$ cat src/rtl/irrigation_controller_multizone.sv
// Multizone irrigation controller: synchronised/debounced sensors, hysteretic tank inlet,
// round-robin zone scheduler with bounded watering and guard gap, multiplexed 7-segment display.
module irrigation_controller_multizone #(
  parameter int ZONES           = 4,
  parameter int DEBOUNCE_CYCLES = 1000,
  parameter int MIN_ON_CYCLES   = 5000,
  parameter int MAX_ON_CYCLES   = 50000,
  parameter int GUARD_CYCLES    = 1000,
  parameter int SCAN_DIV        = 50000
) (
  input  logic             clk_i,
  input  logic             reset_i,
  input  logic             high_level_indicator_i,
  input  logic             middle_level_indicator_i,
  input  logic             low_level_indicator_i,
  input  logic [ZONES-1:0] soil_dry_i,
  input  logic             air_humidity_i,
  input  logic             temperature_i,
  input  logic             selector_i,
  output logic             error_indicator_o,
  output logic             alarm_state_o,
  output logic             inlet_valve_o,
  output logic [ZONES-1:0] sprinkler_o,
  output logic [ZONES-1:0] drip_o,
  output logic [6:0]       segments_o,
  output logic [3:0]       digits_o
);

  localparam int ZW  = (ZONES > 1) ? $clog2(ZONES) : 1;
  localparam int NIN = ZONES + 6;
  localparam int DW  = $clog2(DEBOUNCE_CYCLES + 1);
  localparam int CW  = $clog2(MAX_ON_CYCLES + GUARD_CYCLES + 1);
  localparam int SW  = (SCAN_DIV > 1) ? $clog2(SCAN_DIV) : 1;

  localparam logic [1:0] ST_IDLE  = 2'd0;
  localparam logic [1:0] ST_WATER = 2'd1;
  localparam logic [1:0] ST_GUARD = 2'd2;

  localparam logic [6:0] SEG_BLANK = 7'h7F;
  localparam logic [6:0] SEG_E     = 7'h06;
  localparam logic [6:0] SEG_S     = 7'h12;
  localparam logic [6:0] SEG_D     = 7'h21;
  localparam logic [6:0] SEG_DASH  = 7'h3F;

  logic [NIN-1:0] raw, sync1, sync2, deb;
  logic [DW-1:0]  db_cnt [NIN];

  // Bit packing of the sensor vector; soil bits sit at the bottom.
  assign raw = {selector_i, temperature_i, air_humidity_i, high_level_indicator_i,
                middle_level_indicator_i, low_level_indicator_i, soil_dry_i};

  always_ff @(posedge clk_i) begin
    if (reset_i) begin
      sync1 <= '0;
      sync2 <= '0;
      deb   <= '0;
      // NOTE: the per-input counter array is plain flop storage, so it is cleared with
      // everything else; a RAM-backed array would be left unreset instead.
      for (int i = 0; i < NIN; i++) db_cnt[i] <= '0;
    end else begin
      // NOTE: non-blocking assignments keep the two synchroniser stages as two real flops.
      sync1 <= raw;
      sync2 <= sync1;
      for (int i = 0; i < NIN; i++) begin
        if (sync2[i] != deb[i]) begin
          if (db_cnt[i] == DW'(DEBOUNCE_CYCLES - 1)) begin
            deb[i]    <= sync2[i];
            db_cnt[i] <= '0;
          end else begin
            db_cnt[i] <= db_cnt[i] + DW'(1);
          end
        end else begin
          db_cnt[i] <= '0;
        end
      end
    end
  end

  logic [ZONES-1:0] soil;
  logic l_lvl, m_lvl, h_lvl, humid, temp, sel;
  logic err_c, alarm_c, mode_c;

  assign soil    = deb[ZONES-1:0];
  assign l_lvl   = deb[ZONES];
  assign m_lvl   = deb[ZONES+1];
  assign h_lvl   = deb[ZONES+2];
  assign humid   = deb[ZONES+3];
  assign temp    = deb[ZONES+4];
  assign sel     = deb[ZONES+5];
  assign err_c   = (h_lvl & ~m_lvl) | (m_lvl & ~l_lvl);
  assign alarm_c = ~l_lvl | err_c;
  assign mode_c  = m_lvl & (temp | ~humid);

  always_ff @(posedge clk_i) begin
    if (reset_i) begin
      error_indicator_o <= 1'b0;
      alarm_state_o     <= 1'b0;
      inlet_valve_o     <= 1'b0;
    end else begin
      error_indicator_o <= err_c;
      alarm_state_o     <= alarm_c;
      if (!inlet_valve_o && !m_lvl && !err_c) inlet_valve_o <= 1'b1;
      else if (inlet_valve_o && (h_lvl || err_c)) inlet_valve_o <= 1'b0;
    end
  end

  logic [1:0]       state_q;
  logic [ZW-1:0]    zone_q, ptr_q, grant;
  logic             mode_q, found;
  logic [CW-1:0]    cnt_q;
  logic [ZONES-1:0] grant_mask;
  int               idx;

  // Search for the first requesting zone starting at the round-robin pointer.
  always_comb begin
    // NOTE: every variable gets a default before the loop so no path leaves it unassigned,
    // which would otherwise infer a latch.
    found = 1'b0;
    grant = ptr_q;
    idx   = 0;
    for (int k = 0; k < ZONES; k++) begin
      idx = int'(ptr_q) + k;
      if (idx >= ZONES) idx = idx - ZONES;
      if (!found && soil[idx]) begin
        found = 1'b1;
        grant = ZW'(idx);
      end
    end
  end

  assign grant_mask = ZONES'(1) << grant;

  always_ff @(posedge clk_i) begin
    if (reset_i) begin
      state_q     <= ST_IDLE;
      zone_q      <= '0;
      ptr_q       <= '0;
      mode_q      <= 1'b0;
      cnt_q       <= '0;
      sprinkler_o <= '0;
      drip_o      <= '0;
    end else begin
      case (state_q)
        ST_IDLE: begin
          if (!alarm_c && found) begin
            state_q <= ST_WATER;
            zone_q  <= grant;
            ptr_q   <= (grant == ZW'(ZONES - 1)) ? '0 : grant + ZW'(1);
            mode_q  <= mode_c;
            cnt_q   <= '0;
            if (mode_c) sprinkler_o <= grant_mask;
            else        drip_o      <= grant_mask;
          end
        end
        ST_WATER: begin
          if (alarm_c || (!soil[zone_q] && cnt_q >= CW'(MIN_ON_CYCLES)) ||
              cnt_q == CW'(MAX_ON_CYCLES - 1)) begin
            state_q     <= ST_GUARD;
            cnt_q       <= '0;
            sprinkler_o <= '0;
            drip_o      <= '0;
          end else begin
            cnt_q <= cnt_q + CW'(1);
          end
        end
        ST_GUARD: begin
          if (cnt_q == CW'(GUARD_CYCLES - 1)) begin
            state_q <= ST_IDLE;
            cnt_q   <= '0;
          end else begin
            cnt_q <= cnt_q + CW'(1);
          end
        end
        default: begin
          state_q     <= ST_IDLE;
          sprinkler_o <= '0;
          drip_o      <= '0;
        end
      endcase
    end
  end

  function automatic logic [6:0] seg7(input logic [3:0] v);
    case (v)
      4'd0:    seg7 = 7'h40;
      4'd1:    seg7 = 7'h79;
      4'd2:    seg7 = 7'h24;
      4'd3:    seg7 = 7'h30;
      4'd4:    seg7 = 7'h19;
      4'd5:    seg7 = 7'h12;
      4'd6:    seg7 = 7'h02;
      4'd7:    seg7 = 7'h78;
      4'd8:    seg7 = 7'h00;
      4'd9:    seg7 = 7'h10;
      default: seg7 = SEG_BLANK;
    endcase
  endfunction

  logic [SW-1:0] scan_cnt;
  logic [1:0]    slot_q;
  logic          page_q;
  logic [6:0]    seg_c;

  always_comb begin
    seg_c = SEG_BLANK;
    if (!page_q) begin
      if (slot_q == 2'd3) begin
        if (err_c)      seg_c = SEG_E;
        else if (h_lvl) seg_c = seg7(4'd3);
        else if (m_lvl) seg_c = seg7(4'd2);
        else if (l_lvl) seg_c = seg7(4'd1);
        else            seg_c = seg7(4'd0);
      end
    end else if (slot_q == 2'd3) begin
      seg_c = (state_q == ST_WATER) ? seg7(4'(zone_q) + 4'd1) : seg7(4'd0);
    end else if (slot_q == 2'd2) begin
      if (state_q == ST_WATER) seg_c = mode_q ? SEG_S : SEG_D;
      else                     seg_c = SEG_DASH;
    end
  end

  // Slots run 3,2,1,0 so the leftmost digit is refreshed first; the page switches only at a slot edge.
  always_ff @(posedge clk_i) begin
    if (reset_i) begin
      scan_cnt   <= '0;
      slot_q     <= '0;
      page_q     <= 1'b0;
      digits_o   <= 4'hF;
      segments_o <= SEG_BLANK;
    end else begin
      if (scan_cnt == SW'(SCAN_DIV - 1)) begin
        scan_cnt <= '0;
        slot_q   <= slot_q - 2'd1;
        page_q   <= sel;
      end else begin
        scan_cnt <= scan_cnt + SW'(1);
      end
      digits_o   <= ~(4'b0001 << slot_q);
      segments_o <= seg_c;
    end
  end

endmodule
$ cat config.mk
export PLATFORM = sky130hd
export DESIGN_NAME = irrigation_controller_multizone
export DESIGN_NICKNAME = d
export VERILOG_FILES = /design/src/rtl/irrigation_controller_multizone.sv
export SDC_FILE = /design/constraint.sdc
export NUM_CORES = 1
export LEC_CHECK = 0
export CAP_MARGIN = 20
export CORE_ASPECT_RATIO = 1.25
export CORE_MARGIN = 2
export CORE_UTILIZATION = 40
export DETAILED_ROUTE_END_ITERATION = 16
export GPL_ROUTABILITY_DRIVEN = 0
export PLACE_DENSITY = 0.59
export SLEW_MARGIN = 10
export SYNTH_ARGS = -nofsm -noshare
export SYNTH_HDL_FRONTEND = slang
export SYNTH_SLANG_ARGS = --single-unit
$ cat constraint.sdc
create_clock -name clk_i -period 2.2 [get_ports clk_i]
set_input_delay 0.33 -clock clk_i [delete_from_list [all_inputs] [get_ports clk_i]]
set_output_delay 0.33 -clock clk_i [all_outputs]
set_load 0.005 [all_outputs]
==> results by group, run 1 <==
Global route
  – GRT Overall Usage: 14.6%
  – Largest net degree at the start of global routing: 27
  – First-pass GRT wire length: between 20 and 30 mm
  – Grt total ovfl: 0
  – Vias in the first global route: 6243
  – Initial antenna violation count: 0

Floorplanning
  – Die W: 141 um
  – Die area: 0.0247 mm2
  – Top-level I/O count: 34
  – Core Area: 0.0230 mm2
  – Initial core utilization: 40.8%
  – Num rows: 62
  – Die height: 175 um

CTS
  – TritonCTS clock tree: built
  – Clock transition at path regs: 0.07 ns
  – CTS Hold Bufs: 0
  – CTS max path bufs: 2
  – Post-CTS Resized: 0
  – Total clock sinks: between 150 and 200
  – Worst-Skew Late Latency: 0.44 ns
  – Inserted Clock Buffers: 17
  – Root buffer cell: clkbuf_16
  – Number of post-CTS setup repair buffers: 0
  – # H-tree levels: 4

Worst setup path
  – R2r setup slk: 0.18 ns
  – CP startpoint: cnt_q[5]$_SDFFE_PP0P_
  – Reg-to-Reg End: cnt_q[14]$_SDFFE_PP0P_
  – Worst Setup Start Kind: register
  – FF-to-FF path depth: 6
  – Data arrival time of the worst path: 2.33 ns
  – Peak fanout along the critical path: 10
  – Worst setup path class: reg -> reg
  – Worst setup EP type: register
  – RR Startpoint: cnt_q[5]$_SDFFE_PP0P_
  – Setup crit end: cnt_q[14]$_SDFFE_PP0P_
  – Critical Path RT: 2.52 ns

Final layout
  – Area Overhead vs Synth: 17.4%
  – Sequential Area: 0.00488 mm2
  – Final Cell Area: between 0.01 and 0.015 mm2
  – Commonest non-fill, non-tap cell in the layout: nor2_1
  – Final core occ: 47.9%
  – Share of layout cells above drive strength 1: 6.11%
  – Footprint of the multi-input gates: 0.00460 mm2
  – Nets: 1109
  – Non-Filler Instances: 1369
  – Most frequent cells in the layout: 170 x nor2_1, 100 x edfxtp_1, 100 x conb_1
  – Antenna fix cells: 0
  – # fillers: 2173

Routing
  – Vias: roughly 6500
  – Avg WL per Cell: 12.2 um
  – Via density: 4.75
  – Drc violations: 0
  – Initial detailed-routing violation count: 355
  – Detailed Route WL: between 15 and 20 mm
  – Pre-Repair DR Iteration Count: 4
  – Routed Antenna Nets: 0

Power
  – PwrDens: 664 mW/mm2
  – Worst VDD drop: 0.000568 V
  – Leakage power: slightly above 4 nW

Timing
  – # setup viols final: 0
  – Clock skew: 0.00947 ns
  – Worst Hold Slack: 0.398 ns
  – Final count of pins violating max slew: 0
  – Fin crit period: ~2.0 ns
  – Fin crit share: 91.7%
  – Hold Violations, Final: 0
  – RSZ-0062 raised after global routing: false
  – Maximum clock frequency: about 0.50 GHz
  – Setup TNS: 0 ns

Synthesis
  – Post-synthesis sequential area ratio: 52.2%
  – Ys async rst share: 0%
  – Mapped cell area: about 0.0094 mm2
  – Number of synthesized register bits: 194
  – Synth Area per Inst: roughly 10 um2
  – Synth warnings: 0
  – Post-synth cell types: 66
  – EDFF count, synth: 100
  – Syn Inst Count: roughly 930
  – Main synth FF type: edfxtp_1

Placement
  – Post-DP HPWL: 12.2 mm
  – Placed insts: 1337
  – DP Area: 0.0104 mm2
  – Port buffer count: 33

Job
  – Max Cap Violations: 0

Outcome
  – Status: finished, final reports clean

Min path
  – Hold Path Class: in -> reg
cells in the mapped netlist (8+ instances only):
library cell,n,area share [%]
o21ai_0,13,0.69
clkbuf_1,14,0.56
nor3_1,23,1.2
nand4_1,22,1.5
inv_1,37,1.5
xor2_1,43,4.0
a21oi_1,18,0.96
nand2_1,80,3.2
nor2_1,170,6.8
and2_1,11,0.73
ha_1,29,3.9
nand3_1,43,2.3
edfxtp_1,100,32
xnor2_1,65,6.1
dfxtp_1,94,20
or3_1,8,0.53
nor2b_1,24,1.6
and3_1,26,1.7
or4_1,8,0.64
mux2i_1,23,2.5
sequential cells by signal, summed over array words and instances (netlist names):
register           cells
slot_q                 2
sync2                 10
error_indicator_o      1
sprinkler_o            4
zone_q                 2
sync1                 10
alarm_state_o          1
cnt_q                 16
db_cnt               100
ptr_q                  2
segments_o             7
state_q                2
drip_o                 4
inlet_valve_o          1
deb                   10
page_q                 1
mode_q                 1
digits_o               4
scan_cnt              16
area by class of cell:
type / count / share of cell area, %
Tap cell: 288 / 3.28
Clock buffer: 18 / 3.90
Timing Repair Buffer: 47 / 3.92
Sequential cell: 194 / 44.4
Clock inverter: 14 / 1.32
Multi-Input combinational cell: 771 / 41.9
Inverter: 37 / 1.26
power breakdown:
part	internal, mW	leakage, nW	switching, mW
sequential	3.90	1.80	0.0833
combinational	0.112	2.07	0.144
clock	1.60	0.280	1.45
worst max-delay path: stages (launching register included):
cell and delay (ns):
dfxtp_1 0.49, nor4_1 0.09, or3_1 0.39, a31oi_2 0.28, o22ai_4 0.18, a31oi_4 0.36
nor2_1 0.10
metrics by stage:
step                total power, mW  worst slack [ns]
finish                         7.30             0.183
global route                   7.60            0.0151
CTS                            7.41             0.121
detailed placement             4.32             0.141
global placement               4.32             0.171
floorplan                      4.24             0.281
routing by layer:
| layer | wire, um | global-route usage, % | vias up |
|---|---|---|---|
| li1 | - | - | 3390 |
| met1 | 8080 | 18.9 | 3021 |
| met2 | 8000 | 24.2 | 73 |
| met3 | 424 | 3.15 | 15 |
| met4 | 256 | 5.00 | 0 |
| met5 | 0 | 0 | - |
cells by family (layout without fill, tap and decap cells):
group           count (synthesis)  count (layout)  synth area share, %
simple gates                  440             440                 22.7
flops                         194             194                 52.2
xor+xnor                      108             108                 10.1
compound gates                 70              70                 5.60
buf+inv                        61             116                 2.79
fa+ha+maj                      29              29                 3.87
mux                            24              24                 2.70
other cells                     1             100               0.0400
worst min-delay path by stage:
stage	startpoint	end	slack, ns	cells after the start
floorplan	scan_cnt[0]$_SDFF_PP0_	scan_cnt[0]$_SDFF_PP0_	0.41	1
global placement	sync1[8]$_SDFF_PP0_	sync2[8]$_SDFF_PP0_	0.42	1
detailed placement	sync1[7]$_SDFF_PP0_	sync2[7]$_SDFF_PP0_	0.42	1
CTS	reset_i	cnt_q[3]$_SDFFE_PP0P_	0.37	4
global route	reset_i	cnt_q[3]$_SDFFE_PP0P_	0.43	4
finish	reset_i	cnt_q[3]$_SDFFE_PP0P_	0.40	4
No activity file was read; power rests on OpenSTA's default activity.
==> run 2: changes to the inputs <==
GPL_TIMING_DRIVEN = 0   (was default)
SLEW_MARGIN = 20   (was 10)
==> run 2 against run 1 <==
- final cell count rose by 0.73%
- clock-buffer cell count up 2
- fmax fell by 4.4%
- combinational power increased by 2%
- final area about the same
- via count is 0.17% higher
- clock skew up 0.0014 ns
- global-route usage increased by 0.30 points
- worst setup slack worse by 0.092 ns
- first-iteration DRC count down 32%
- critical path depth is 2 higher
==> results by group, run 2 (same netlist as run 1, synthesis figures left out) <==
Final layout
  – Number of flip-flops under the largest register name: 100 (unchanged)
  – Most frequent cells in the layout: 170 x nor2_1, 100 x edfxtp_1, 100 x conb_1 (unchanged)
  – Most flops, register: db_cnt (unchanged)
  – Footprint of the multi-input gates: 0.00460 mm2 (about the same)
  – Largest regs: db_cnt (100), cnt_q (16), scan_cnt (16) (unchanged)
  – Area Overhead vs Synth: 17.4% (about the same)
  – Nets: 1119 (was 1109)
  – Final Cell Area: 0.0110 mm2 (about the same)
  – Sequential Area: 0.00489 mm2 (was 0.00488 mm2)
  – Commonest non-fill, non-tap cell in the layout: nor2_1 (unchanged)
  – # fillers: 2203 (was 2173)
  – Antenna fix cells: 0 (unchanged)
  – Share of layout cells above drive strength 1: 5.96% (was 6.11%)

Floorplanning
  – Num rows: 62 (unchanged)
  – Top-level I/O count: 34 (unchanged)
  – Initial core utilization: 40.8% (unchanged)
  – Die height: 175 um (unchanged)
  – Core Area: 0.0230 mm2 (unchanged)
  – Die W: 141 um (unchanged)
  – Die area: 0.0247 mm2 (unchanged)

CTS
  – Total clock sinks: 194 (unchanged)
  – CTS max path bufs: 2 (unchanged)
  – TritonCTS clock tree: built (unchanged)
  – # H-tree levels: 4 (unchanged)
  – Root buffer cell: clkbuf_16 (unchanged)
  – Clock transition at path regs: 0.07 ns (about the same)
  – Inserted Clock Buffers: 17 (unchanged)
  – Worst-Skew Late Latency: 0.43 ns (was 0.44 ns)

Power
  – Worst VDD drop: 0.000572 V (was 0.000568 V)
  – Leakage power: 4.14 nW (was 4.15 nW)
  – PwrDens: 655 mW/mm2 (was 664 mW/mm2)
  – Tot Pwr: 7.20 mW (was 7.30 mW)

Routing
  – Detailed Route WL: 17.3 mm (was 16.8 mm)
  – M1 WL: 8.48 mm (was 8.08 mm)
  – Met2 wire len: 8.16 mm (was 8.00 mm)
  – Avg WL per Cell: 12.5 um (was 12.2 um)
  – Via density: 4.72 (was 4.75)
  – Initial detailed-routing violation count: 241 (was 355)
  – Vias: 6510 (was 6499)
  – Routed Antenna Nets: 0 (unchanged)
  – Drc violations: 0 (unchanged)
  – Pre-Repair DR Iteration Count: 4 (unchanged)
  – Top layer in use: met4 (unchanged)
  – Met3 routed WL: 395 um (was 424 um)

Global route
  – Initial antenna violation count: 0 (unchanged)
  – Grt total ovfl: 0 (unchanged)
  – GRT Overall Usage: 14.9% (was 14.6%)
  – First-pass GRT wire length: 29.6 mm (was 29.0 mm)
  – Vias in the first global route: 6338 (was 6243)
  – Largest net degree at the start of global routing: 19 (was 27)

Worst setup path
  – Most frequent CP cell: a31oi_1
  – Data arrival time of the worst path: 2.43 ns (was 2.33 ns)
  – Critical path, cell by cell: buf_2 > or4_4 > buf_6 > a31oi_1 > nor3_4 > buf_4 > a31oi_1 > mux2i_1 (was nor4_1 > or3_1 > a31oi_2 > o22ai_4 > a31oi_4 > nor2_1)
  – Worst Setup Start Kind: register (unchanged)
  – Worst setup path class: reg -> reg (unchanged)
  – Critical Path RT: 2.52 ns (about the same)
  – Worst setup EP type: register (unchanged)
  – CP max stage cell: or4_4 (was dfxtp_1)
  – CP max stage delay: 0.52 ns (was 0.49 ns)
  – Peak fanout along the critical path: 8 (was 10)

Placement
  – Pre-CTS setup slack: -0.0735 ns (was 0.141 ns)
  – Port buffer count: 32 (was 33)
  – Post-DP HPWL: 12.7 mm (was 12.2 mm)
  – DP Area: 0.0104 mm2 (about the same)

Timing
  – Worst-Margin Slew: 0.710 ns
  – RSZ-0062 raised after global routing: false (unchanged)
  – Setup TNS: 0 ns (unchanged)
  – Clock skew: 0.0109 ns (was 0.00947 ns)
  – Slew headroom: 52.6%
  – # setup viols final: 0 (unchanged)
  – Final count of pins violating max slew: 0 (unchanged)
  – Fin crit share: 95.9% (was 91.7%)
  – Maximum clock frequency: 0.474 GHz (was 0.496 GHz)
  – Setup WS post-layout: 0.0912 ns (was 0.183 ns)
  – Fin crit period: 2.11 ns (was 2.02 ns)
  – Hold Violations, Final: 0 (unchanged)

Outcome
  – Status: finished, final reports clean (unchanged)

Min path
  – Hold Path Class: in -> reg (unchanged)

Job
  – Max Cap Violations: 0 (unchanged)
[run 2: through the flow]
step	utilization [%]	cells	hold WS, ns
after floorplan	-	1026	0.413
after global placement	45.4	1346	0.421
after detailed placement	45.4	1346	0.424
after CTS	47.8	1377	0.399
after global routing	47.9	1379	0.408
final	47.9	1379	0.405
[run 2: per-layer routing]
| metal | GRT usage [%] | vias up |
|---|---|---|
| met5 | 0 | - |
| met4 | 4.63 | 0 |
| met3 | 2.93 | 16 |
| met2 | 24.6 | 62 |
| met1 | 19.7 | 3037 |
| li1 | - | 3395 |
[run 2: critical path, delay by kind of cell (launching register included)]
family | cells | cell delay, ns
compound gates | 2 | 0.50
buf+inv | 3 | 0.48
flops | 1 | 0.29
mux | 1 | 0.09
simple gates | 2 | 0.64
[run 2: path summary, 6_finish.rpt]
kind	from	end	slack [ns]	cells after the start
worst max-delay path	deb[2]$_SDFFE_PP0P_	cnt_q[2]$_SDFFE_PP0P_	0.09	8
worst min-delay path	reset_i	cnt_q[3]$_SDFFE_PP0P_	0.40	4
worst max register to register	deb[2]$_SDFFE_PP0P_	cnt_q[2]$_SDFFE_PP0P_	0.09	8
worst min register to register	sync1[3]$_SDFF_PP0_	sync2[3]$_SDFF_PP0_	0.44	1
[run 2: area by class of cell]
type | count | area share, %
Buffer | 23 | 1.09
Clock buffer | 20 | 4.16
Clock inverter | 12 | 0.865
Inverter | 37 | 1.26
Multi-Input combinational cell | 771 | 41.9
Sequential cell | 194 | 44.4
Tap cell | 288 | 3.28
Timing Repair Buffer | 34 | 3.05
[run 2: what timing repair did]
item / in CTS / in global routing
setup endpoints to repair: 19 / 31
hold buffers: 0 / 0
endpoints found under the hold margin: 0 / 0
resized for setup: 2 / 3
pin swaps: 0 / 1
buffers inserted: 0 / 2
[run 2: where the power goes]
| group | leakage (nW) | internal, mW | total, mW | switching [mW] |
|---|---|---|---|---|
| clock | 0.270 | 1.54 | 2.95 | 1.41 |
| sequential | 1.80 | 3.90 | 3.99 | 0.0839 |
| combinational | 2.08 | 0.110 | 0.262 | 0.152 |
| total | 4.14 | 5.56 | 7.20 | 1.65 |
==> run 3: changes to the inputs <==
HOLD_SLACK_MARGIN = 0.02   (was default)
==> results of run 3 <==
No change in the layout: final DEF, timing and power equal those of run 2.
==> variant, RTL diff (flow settings as in run 1) <==
Set the parameter `MAX_ON_CYCLES` to 100000 (it was 50000).
--- a/src/rtl/irrigation_controller_multizone.sv
+++ b/src/rtl/irrigation_controller_multizone.sv
@@ -4,7 +4,7 @@
   parameter int ZONES           = 4,
   parameter int DEBOUNCE_CYCLES = 1000,
   parameter int MIN_ON_CYCLES   = 5000,
-  parameter int MAX_ON_CYCLES   = 50000,
+  parameter int MAX_ON_CYCLES   = 100000,
   parameter int GUARD_CYCLES    = 1000,
   parameter int SCAN_DIV        = 50000
 ) (
Check against the original RTL: same outputs for any inputs over 10 cycles, from zero or initial values and one cycle with reset_i high; that may be too few to reach the edited logic, so the function may still have changed.
==> variant against run 1 <==
- clock skew is 0.0022 ns higher
- hold slack worse by 0.024 ns
- combinational power hardly changed
- core utilization is 0.27 points higher
- power is 0.74% lower
- sequential cell count is 1 higher
- fmax is 0.92% lower
- area after synthesis is 1.1% higher
- setup slack worse by 0.019 ns
- count of clock-buffer cells in the layout stayed put
- non-clock buffer count is 9 higher
- routed wire length is 0.37% lower
- final area is 1.3% higher
- highest routed layer unchanged
==> variant: results (changes against run 1) <==
* Clk slew on worst S/H paths at 0.08 ns
* Clock Tree Buf Depth at 2 (unchanged)
* CP max stage cell: dfxtp_1
* Routed WL at 16,700 µm (-0.37%)
* CP top delay family: compound AO/OA/AOI/OAI gates
* Psw at 1.660 mW (-1.1%)
* Number of setup buffers added after CTS at 0 (unchanged)
* Reg-to-Reg End: cnt_q[15]
* Yosys cell types at 59 (-11%)
* P_clk at 2.98 mW (-3%)
* Hold WC Path Type: in2reg
* Wirelength per Cell at 11.98 µm (-2.2%)
* Setup slack, reg-to-reg at 0.16 ns (-0.02 ns)
* Inst Count DP at 1,362 (+1.9%)
* First-pass GRT wire length at 28,780 µm (-0.60%)
* Largest net degree at the start of global routing at 24 (-11%)
* Post-DR vias/cell at 4.710 (-0.78%)
* Hold Startpoint: reset_i
* Number of global-route vias before repair at 6,213 (-0.48%)
* Top flop regs: db_cnt (100), cnt_q (17), scan_cnt (16)
* XOR/XNOR Fraction of Synth Area at 9.162% (-0.94 points)
* Critical Path Max Stage Delay at 0.35 ns (-0.14 ns)
* Total Power at 7.243 mW (-0.74%)
* Post-DP HPWL at 12,120 µm (-0.52%)
* Share of the yosys chip area belonging to registers at 51.82% (-0.33 points)
* Crit path arrival time at 2.37 ns (+0.04 ns)
* Layout Nets at 1,134 (+2.3%)
* Hold EP: deb[0]
* Post-synth EDFFs at 100 (unchanged)
* DRT Pass-1 Iters at 5 (+1)
* Status: completed
* # port buffers at 33 (unchanged)
* Placed Area at 10,560 µm² (+1.5%)
* Dpl ws at 0.1483 ns (+0.007601 ns)
* Peak VDD IR at 0.5432 mV (-4.3%)
* WHS at 0.3743 ns (-0.02415 ns)
* Worst hold stages at 2 (-2)
* Yosys Warn Count at 0 (unchanged)
* CP Max Fanout at 12 (+2)
* Inserted Diodes at 0 (unchanged)
* Multiplexer share of the synthesized area at 2.578% (-0.12 points)
* Share of layout cells above drive strength 1 at 7.233% (+1.1 points)
* All-Layer GR Usage at 14.28% (-0.30 points)
* Commonest cells post-synth: nor2_1, edfxtp_1, dfxtp_1
* Worst r2r src: cnt_q[0]
* Synth Area in Compound Gates at 6.214% (+0.62 points)
* Clock Skew at 0.01169 ns (+0.002222 ns)
* Largest cells by area after synthesis: edfxtp_1, dfxtp_1, nor2_1, xnor2_1, ha_1
* Adder and majority gate portion of the synthesized area at 3.834% (-0.040 points)
* Syn Inst Count at 950 (+2.5%)
* Iteration-0 DRC Markers at 340 (-4.2%)
* R2R depth at 7 (+1)
* Leakage Power at 4.177 nW (+0.75%)
-- variant: metal layers --
metal / vias to the layer above / global-route usage (%) / part of all wire (%)
li1: 3475 / - / -
met1: 3015 / 18.63 / 49
met2: 66 / 23.71 / 47
met3: 10 / 3.336 / 2.4
met4: 0 / 4.208 / 0.96
met5: - / 0 / 0
-- variant: layout make-up --
class | instances | area, µm²
inverters | 30 | 112.6
repair buffers | 56 | 498.0
multi-input cells | 793 | 4693
well taps | 288 | 360.3
fillers | 2171 | 11990
clock buffers | 18 | 450.4
flip-flops and latches | 195 | 4905
clock inverters | 14 | 111.4
-- variant: worst max-delay path by stage --
stage	to	from	slack (ns)
finish	cnt_q[15]	cnt_q[0]	0.16
global route	cnt_q[16]	cnt_q[0]	0.01
CTS	cnt_q[15]	cnt_q[13]	0.13
detailed placement	cnt_q[16]	cnt_q[13]	0.15
global placement	cnt_q[16]	cnt_q[13]	0.17
floorplan	cnt_q[12]	zone_q[0]	0.31
